`src/rtl/noc_output_arbiter.sv`:
```
// Round-robin wormhole arbiter for one router output port; grant is registered, one cycle after request.
// The lock is held through avail=0 stalls and owner request bubbles, and is released only when the tail flit transfers.
module noc_output_arbiter #(
  parameter int NUM_REQ = 8,
  parameter int ID_W    = 3
) (
  input  logic               clk,
  input  logic               rst_n,
  input  logic               enable,
  input  logic [NUM_REQ-1:0] req,
  input  logic [NUM_REQ-1:0] tail,
  input  logic               avail,
  output logic [NUM_REQ-1:0] grant,
  output logic [ID_W-1:0]    grant_id,
  output logic               grant_valid,
  output logic               xfer
);

  typedef enum logic {
    IDLE   = 1'b0,
    LOCKED = 1'b1
  } state_t;

  state_t             state_q;
  logic [NUM_REQ-1:0] grant_q;
  logic [ID_W-1:0]    grant_id_q;
  logic [ID_W-1:0]    ptr_q;
  logic [ID_W-1:0]    ptr_d;

  logic               win_vld;
  logic [NUM_REQ-1:0] win_oh;
  logic               owner_req;
  logic               owner_tail;

  function automatic logic [ID_W-1:0] onehot_to_bin(input logic [NUM_REQ-1:0] oh);
    logic [ID_W-1:0] bin;
    bin = '0;
    for (int i = 0; i < NUM_REQ; i++) begin
      if (oh[i]) bin = bin | ID_W'(i);
    end
    return bin;
  endfunction

  // The first pass covers indices at or above ptr; the second pass wraps around to the bottom.
  always_comb begin
    win_vld = 1'b0;
    win_oh  = '0;
    for (int i = 0; i < NUM_REQ; i++) begin
      if (!win_vld && req[i] && (ID_W'(i) >= ptr_q)) begin
        win_vld   = 1'b1;
        win_oh[i] = 1'b1;
      end
    end
    for (int i = 0; i < NUM_REQ; i++) begin
      if (!win_vld && req[i]) begin
        win_vld   = 1'b1;
        win_oh[i] = 1'b1;
      end
    end
  end

  assign owner_req  = |(req  & grant_q);
  assign owner_tail = |(tail & grant_q);
  assign ptr_d      = (grant_id_q == ID_W'(NUM_REQ - 1)) ? '0 : grant_id_q + ID_W'(1);

  always_ff @(posedge clk) begin
    if (!rst_n) begin
      state_q    <= IDLE;
      grant_q    <= '0;
      grant_id_q <= '0;
      ptr_q      <= '0;
    end else begin
      case (state_q)
        IDLE: begin
          if (enable && win_vld) begin
            grant_q    <= win_oh;
            grant_id_q <= onehot_to_bin(win_oh);
            state_q    <= LOCKED;
          end
        end
        LOCKED: begin
          if (xfer && owner_tail) begin
            grant_q    <= '0;
            grant_id_q <= '0;
            ptr_q      <= ptr_d;
            state_q    <= IDLE;
          end
        end
        default: begin
          state_q    <= IDLE;
          grant_q    <= '0;
          grant_id_q <= '0;
        end
      endcase
    end
  end

  assign grant       = grant_q;
  assign grant_id    = grant_id_q;
  assign grant_valid = (state_q == LOCKED);
  assign xfer        = grant_valid & avail & owner_req;

endmodule

```
`config.mk`:
```
export PLATFORM = sky130hd
export DESIGN_NAME = noc_output_arbiter
export DESIGN_NICKNAME = d
export VERILOG_FILES = /design/src/rtl/noc_output_arbiter.sv
export SDC_FILE = /design/constraint.sdc
export NUM_CORES = 1
export LEC_CHECK = 0
export ABC_CLOCK_PERIOD_IN_PS = 2100
export BUFFER_PORTS_ARGS = -buffer_cell sky130_fd_sc_hd__buf_2
export CAP_MARGIN = 20
export CORE_MARGIN = 5
export CORE_UTILIZATION = 36
export DETAILED_ROUTE_END_ITERATION = 10
export RECOVER_POWER = 50
export SYNTH_ARGS = -nofsm -noshare
export SYNTH_HDL_FRONTEND = slang
export SYNTH_SLANG_ARGS = --single-unit
```
`constraint.sdc`:
```
create_clock -name clk -period 2.1 [get_ports clk]
set_clock_uncertainty 0.1 [all_clocks]
set_input_delay 0.42 -clock clk [delete_from_list [all_inputs] [get_ports clk]]
set_output_delay 0.42 -clock clk [all_outputs]
set_load 0.01 [all_outputs]
```
==> results of run 1 <==
[final cells by class]
type                       instances  area, sq um  share of cell area
inverter                           5         18.8              0.0139
timing repair buffer              49          273               0.202
clock buffer                       3         22.5              0.0167
sequential                        15          300               0.222
multi-input combinational        100          692               0.513
clock inverter                     1         5.00             0.00371
tap                               31         38.8              0.0287
[through the flow]
stage	setup TNS, ns	power [mW]
after floorplan	0	0.364
after detailed placement	-0.384	0.427
final	0	0.582
after global routing	0	0.617
after global placement	-0.116	0.426
after CTS	0	0.591
[synthesized netlist by cell type (2+ instances only)]
library cell | count | area [sq um]
a22oi_1 | 13 | 97.6
a21oi_1 | 9 | 45.0
mux2i_1 | 2 | 20.0
o21ai_0 | 2 | 10.0
inv_1 | 5 | 18.8
nand2b_1 | 5 | 31.3
a31oi_1 | 2 | 12.5
clkbuf_1 | 5 | 18.8
nor3_1 | 2 | 10.0
ha_1 | 2 | 25.0
a21oi_2 | 2 | 17.5
nand3_1 | 2 | 10.0
a31o_2 | 2 | 17.5
nand2_1 | 11 | 41.3
nand3b_1 | 2 | 15.0
nor2_1 | 14 | 52.6
dfxtp_1 | 15 | 300
a21o_1 | 2 | 15.0
[per-layer routing]
layer | up-vias | routed length, um | global-route usage
li1 | 575 | - | -
met1 | 529 | 1450 | 0.214
met2 | 50 | 1510 | 0.259
met3 | 5 | 212 | 0.0391
met4 | 0 | 27 | 0.0701
met5 | - | 0 | 0
[worst paths after layout]
path                                  start     endpoint  slack, ns  cells past startpoint
worst max-delay path                 req[0]  grant_id[2]       0.16                      6
worst min-delay path                  rst_n     grant[3]       0.29                      3
worst min register to register  grant_id[1]  grant_id[1]       0.40                      2
worst max register to register     ptr_q[1]  grant_id[2]       0.16                      7
[state kept, by name, indices dropped and copies added, names as in the netlist]
name and flops:
grant_id 3, grant 8, grant_valid 1, ptr_q 3
[worst register-to-register path: cells and delay by family, from the launching register on]
family | cells | cell delay (ns)
buffers and inverters | 1 | 0.11
flip-flops | 1 | 0.39
AO/OA/AOI/OAI | 3 | 0.67
AND/OR/NAND/NOR | 3 | 0.57
[kinds of logic after synthesis]
logic type	count (synthesis)	share of synthesized area
muxes	2	0.0194
and+or+nand+nor	47	0.249
buffers and inverters	11	0.0472
DFF	15	0.291
adders and majority gates	2	0.0242
AOI/OAI and AO/OA	49	0.369
[power by group]
group | leakage [nW] | internal [mW] | switching [mW]
logic | 0.424 | 0.0533 | 0.0687
registers | 0.122 | 0.291 | 0.00689
clock network | 0.0177 | 0.0707 | 0.0917
total | 0.563 | 0.415 | 0.167
==> impl_metrics.yaml, run 1 <==
power_and_ir_drop:
  power.ir.vdd_worst_v: 0.000379
  power.leakage_nw: 0.563
  power_density_nw_per_um2: 431
worst_setup_path:
  wp_data_arrival_ns: 2.06
  worst_ep_required_time_ns: 2.21
  worstPathBufferInverterCount: 1
  crit_end_category: "flop"
  worstPathCellList: "buf_2, or4_4, o221a_1, a2111oi_2, o41ai_2, a21oi_1"
  worst_setup_path_start_kind: "input pin"
  worst_path_max_delay_cell: "or4_4"
  kind_of_critical_path: "in -> reg"
  worst_path_maximum_fanout: 5
  critical-path-top-delay-family: "compound AO/OA/AOI/OAI gates"
  critical-path-max-stage-delay_ns: 0.56
layout:
  num-nets-final: 196
  syn_to_final_growth_pct: 30.6
  finalNonFillerCells: 204
  finalCoreUtilization: 0.490
  ratio_of_cells_with_drive_above_1_in_the_final_layout: 0.312
  layout.filler_cells: 302
  final_design_area_no_fill_sq_um: 1350
  antenna-diode-count: 0
  layout.cells.most_common: "buf_2"
  layout.cells.most_common_list: "buf_2, buf_4, dfxtp_1, nor2_1, a22oi_1"
synthesis:
  synth_fp_nets: 148
  syn_inst: 126
  yosys_warn_count: 0
  syn_area_sq_um: 1030
  yosysUniqueCellTypes: 47
  flip_flop_cell_with_the_highest_count_after_synthesis: "dfxtp_1"
  synth-edff-count: 0
  ys_seq_elements: 15
  ys_seq_area_frac: 0.291
  synth-async-reset-ratio: 0
  mean_instance_size_in_the_synthesized_netlist_sq_um: 8.20
placed_design:
  port_buffers: 32
  pre_cts_slack_ns: -0.113
  placed_cell_area_sq_um: 1330
  dp_hpwl_um: 2670
  dpl.cell_count: 200
  final_gp_congestion: 1.02
floorplanning:
  start_util: 0.375
  core.rowCount: 19
  floorplan.io_pins: 33
  floorplan.die_area_sq_um: 4040
  core_region_area_sq_um: 2760
  die-height_um: 63.6
  die_width_um: 63.6
timing:
  setup-violations-final: 0
  post-route-min-period_ns: 1.94
  worstMarginPinSlew_ns: 0.449
  slew_headroom: 0.700
  worst_hold_slack_ns: 0.293
  fin_ws_ns: 0.155
  maxSlewViolCount: 0
  achievable-frequency_mhz: 514
  grt_setup_unrepaired: "false"
  hold_viol: 0
  layout_worst_path_cycle_share: 0.926
clock_tree:
  cts_htree_levels: 1
  cts_tree: "yes"
  cts.reportedPaths.clkPinSlew_ns: 0.09
  tritoncts_num_sinks: 15
  ctsHoldBuffers: 0
  clk-insertion-delay-late_ns: 0.28
  cts_root_buffer: "clkbuf_4"
  max-clock-path-buffers: 2
  number_of_resized_instances_in_the_post_cts_repair_step: 0
  tritoncts.num_buffers: 3
  cts_setup_buffers: 0
job:
  max_cap_violations: 0
routing:
  route.vias.total: 1159
  drt_first_iter_violations: 93
  ant_nets: 0
  drtPass1Iterations: 4
  number_of_remaining_drc_errors: 0
  drt-total-wl_um: 3200
  post_detailed_route_via_to_cell_ratio: 5.68
  routed_wire_length_per_instance_um: 15.7
grt:
  maximum_number_of_pins_on_one_net_before_global_route_repair: 15
  antenna_found_initial: 0
  vias_in_the_first_global_route: 1222
  globalRouteTotalUtil: 0.165
  grt_first_pass_wirelength_um: 5530
  globalRoute.totalOverflow: 0
worst_hold_path:
  timing.hold.worst.class: "in -> reg"
run_status:
  status: "finished clean"
Power figures use the tool's default switching activity.
==> run 2: changes to the inputs <==
- PLACE_DENSITY: default -> 0.71
==> run 2 against run 1 <==
  * Combinational power rose by 4%
  * Clock power rose by 6%
  * Register-to-register slack improved by 0.02 ns
  * Hold slack improved by 0.0091 ns
  * Core utilization rose by 0.54 points
  * Largest power group unchanged
==> impl_metrics.yaml, run 2 (same netlist as run 1, synthesis figures left out) <==
power_and_ir_drop:
  totalPowerFinal_mw: 0.595
  power_density_nw_per_um2: 436
  power.leakage_nw: 0.559
  power.ir.vdd_worst_v: 0.000516
floorplanning:
  die_width_um: 63.6
  start_util: 0.375
  core.rowCount: 19
  core_region_area_sq_um: 2760
  floorplan.die_area_sq_um: 4040
  floorplan.io_pins: 33
  die-height_um: 63.6
placed_design:
  placed_cell_area_sq_um: 1340
  final_gp_congestion: 0.886
  dpl.cell_count: 201
  port_buffers: 32
  dp_hpwl_um: 2560
worst_setup_path:
  wp_data_arrival_ns: 1.99
  worst_ep_required_time_ns: 2.16
  worstPathBufferInverterCount: 1
  worst_setup_path_start_kind: "flop"
  worstPathCellList: "or3b_1, a31o_2, nand2_1, buf_4, nor3b_2, o41ai_1, a21oi_1"
  critical-path-top-delay-family: "compound AO/OA/AOI/OAI gates"
  worst_path_maximum_fanout: 10
  kind_of_critical_path: "reg -> reg"
  crit_end_category: "flop"
  worst_path_max_delay_cell: "or3b_1"
  critical-path-max-stage-delay_ns: 0.42
timing:
  grt_setup_unrepaired: "false"
  setup_tns_final_ns: 0
  maxSlewViolCount: 0
  worstMarginPinSlew_ns: 0.410
  achievable-frequency_mhz: 518
  slew_headroom: 0.726
  hold_viol: 0
  setup-violations-final: 0
  layout_worst_path_cycle_share: 0.919
  post-route-min-period_ns: 1.93
routing:
  routed_wire_length_per_instance_um: 15.1
  drtPass1Iterations: 4
  drt_first_iter_violations: 55
  post_detailed_route_via_to_cell_ratio: 5.60
  number_of_remaining_drc_errors: 0
  ant_nets: 0
  drt-total-wl_um: 3100
  route.vias.total: 1149
grt:
  grt_first_pass_wirelength_um: 5490
  antenna_found_initial: 0
  globalRouteTotalUtil: 0.163
  maximum_number_of_pins_on_one_net_before_global_route_repair: 15
  globalRoute.totalOverflow: 0
  vias_in_the_first_global_route: 1185
layout:
  syn_to_final_growth_pct: 32.1
  num-nets-final: 197
  ratio_of_cells_with_drive_above_1_in_the_final_layout: 0.328
  final_design_area_no_fill_sq_um: 1370
  layout.cells.most_common_list: "buf_2, buf_4, nor2_1, dfxtp_1, a22oi_1"
  largest_register_ff_count: 8
  layout.cells.most_common: "buf_2"
  finalNonFillerCells: 205
  antenna-diode-count: 0
clock_tree:
  cts.reportedPaths.clkPinSlew_ns: 0.10
  tritoncts_num_sinks: 15
  ctsHoldBuffers: 0
  tritoncts.num_buffers: 3
  cts_root_buffer: "clkbuf_4"
  max-clock-path-buffers: 2
  clk-insertion-delay-late_ns: 0.29
  cts_tree: "yes"
  cts_htree_levels: 1
worst_hold_path:
  timing.hold.worst.class: "in -> reg"
run_status:
  status: "finished clean"
job:
  max_cap_violations: 0
==> run 2: final timing paths <==
path                                   from           to  slack (ns)  depth (start not counted)
worst max-delay path               ptr_q[1]  grant_id[2]        0.17                          7
worst min-delay path                  rst_n     grant[3]        0.30                          3
worst max register to register     ptr_q[1]  grant_id[2]        0.17                          7
worst min register to register  grant_id[1]  grant_id[1]        0.38                          2
==> run 2: repair_timing <==
item                                    4_1_cts  5_1_grt
setup buffers                                 0        0
endpoints found under the setup margin        0        4
gates resized for setup                       0        3
==> run 2: per-stage QoR <==
stage               setup slack [ns]  hold WS [ns]   util
floorplan                     0.0693         0.392      -
global placement             -0.0105         0.362  0.485
detailed placement           -0.0632         0.369  0.485
CTS                            0.125         0.300  0.496
global route                  0.0531         0.316  0.495
finish                         0.171         0.302  0.495
==> run 2: routing by layer <==
metal  share of wire  global-route usage  wire length, um
met5               0                   0                0
met2            0.51               0.272             1590
met1            0.43               0.214             1320
met3           0.048              0.0320              148
met4           0.010              0.0364               31
==> run 2: final cells by class <==
class | count | area, sq um
fill | 277 | 1390
tap | 31 | 38.8
clock buffer | 3 | 22.5
timing repair buffer | 50 | 280
clock inverter | 1 | 7.51
inverter | 5 | 18.8
sequential | 15 | 302
multi-input combinational | 100 | 696
==> run 2: worst reg2reg max path, cell delays in order, from the launching register on <==
cell     delay, ns
dfxtp_2       0.39
or3b_1        0.43
a31o_2        0.23
nand2_1       0.08
buf_4         0.11
nor3b_2       0.04
o41ai_1       0.34
a21oi_1       0.10
==> run 2: power by group <==
| group | switching (mW) | internal (mW) | total [mW] | leakage [nW] |
|---|---|---|---|---|
| Clock | 0.0982 | 0.0724 | 0.171 | 0.0139 |
| Sequential | 0.00696 | 0.291 | 0.298 | 0.122 |
| Combinational | 0.0702 | 0.0564 | 0.127 | 0.423 |
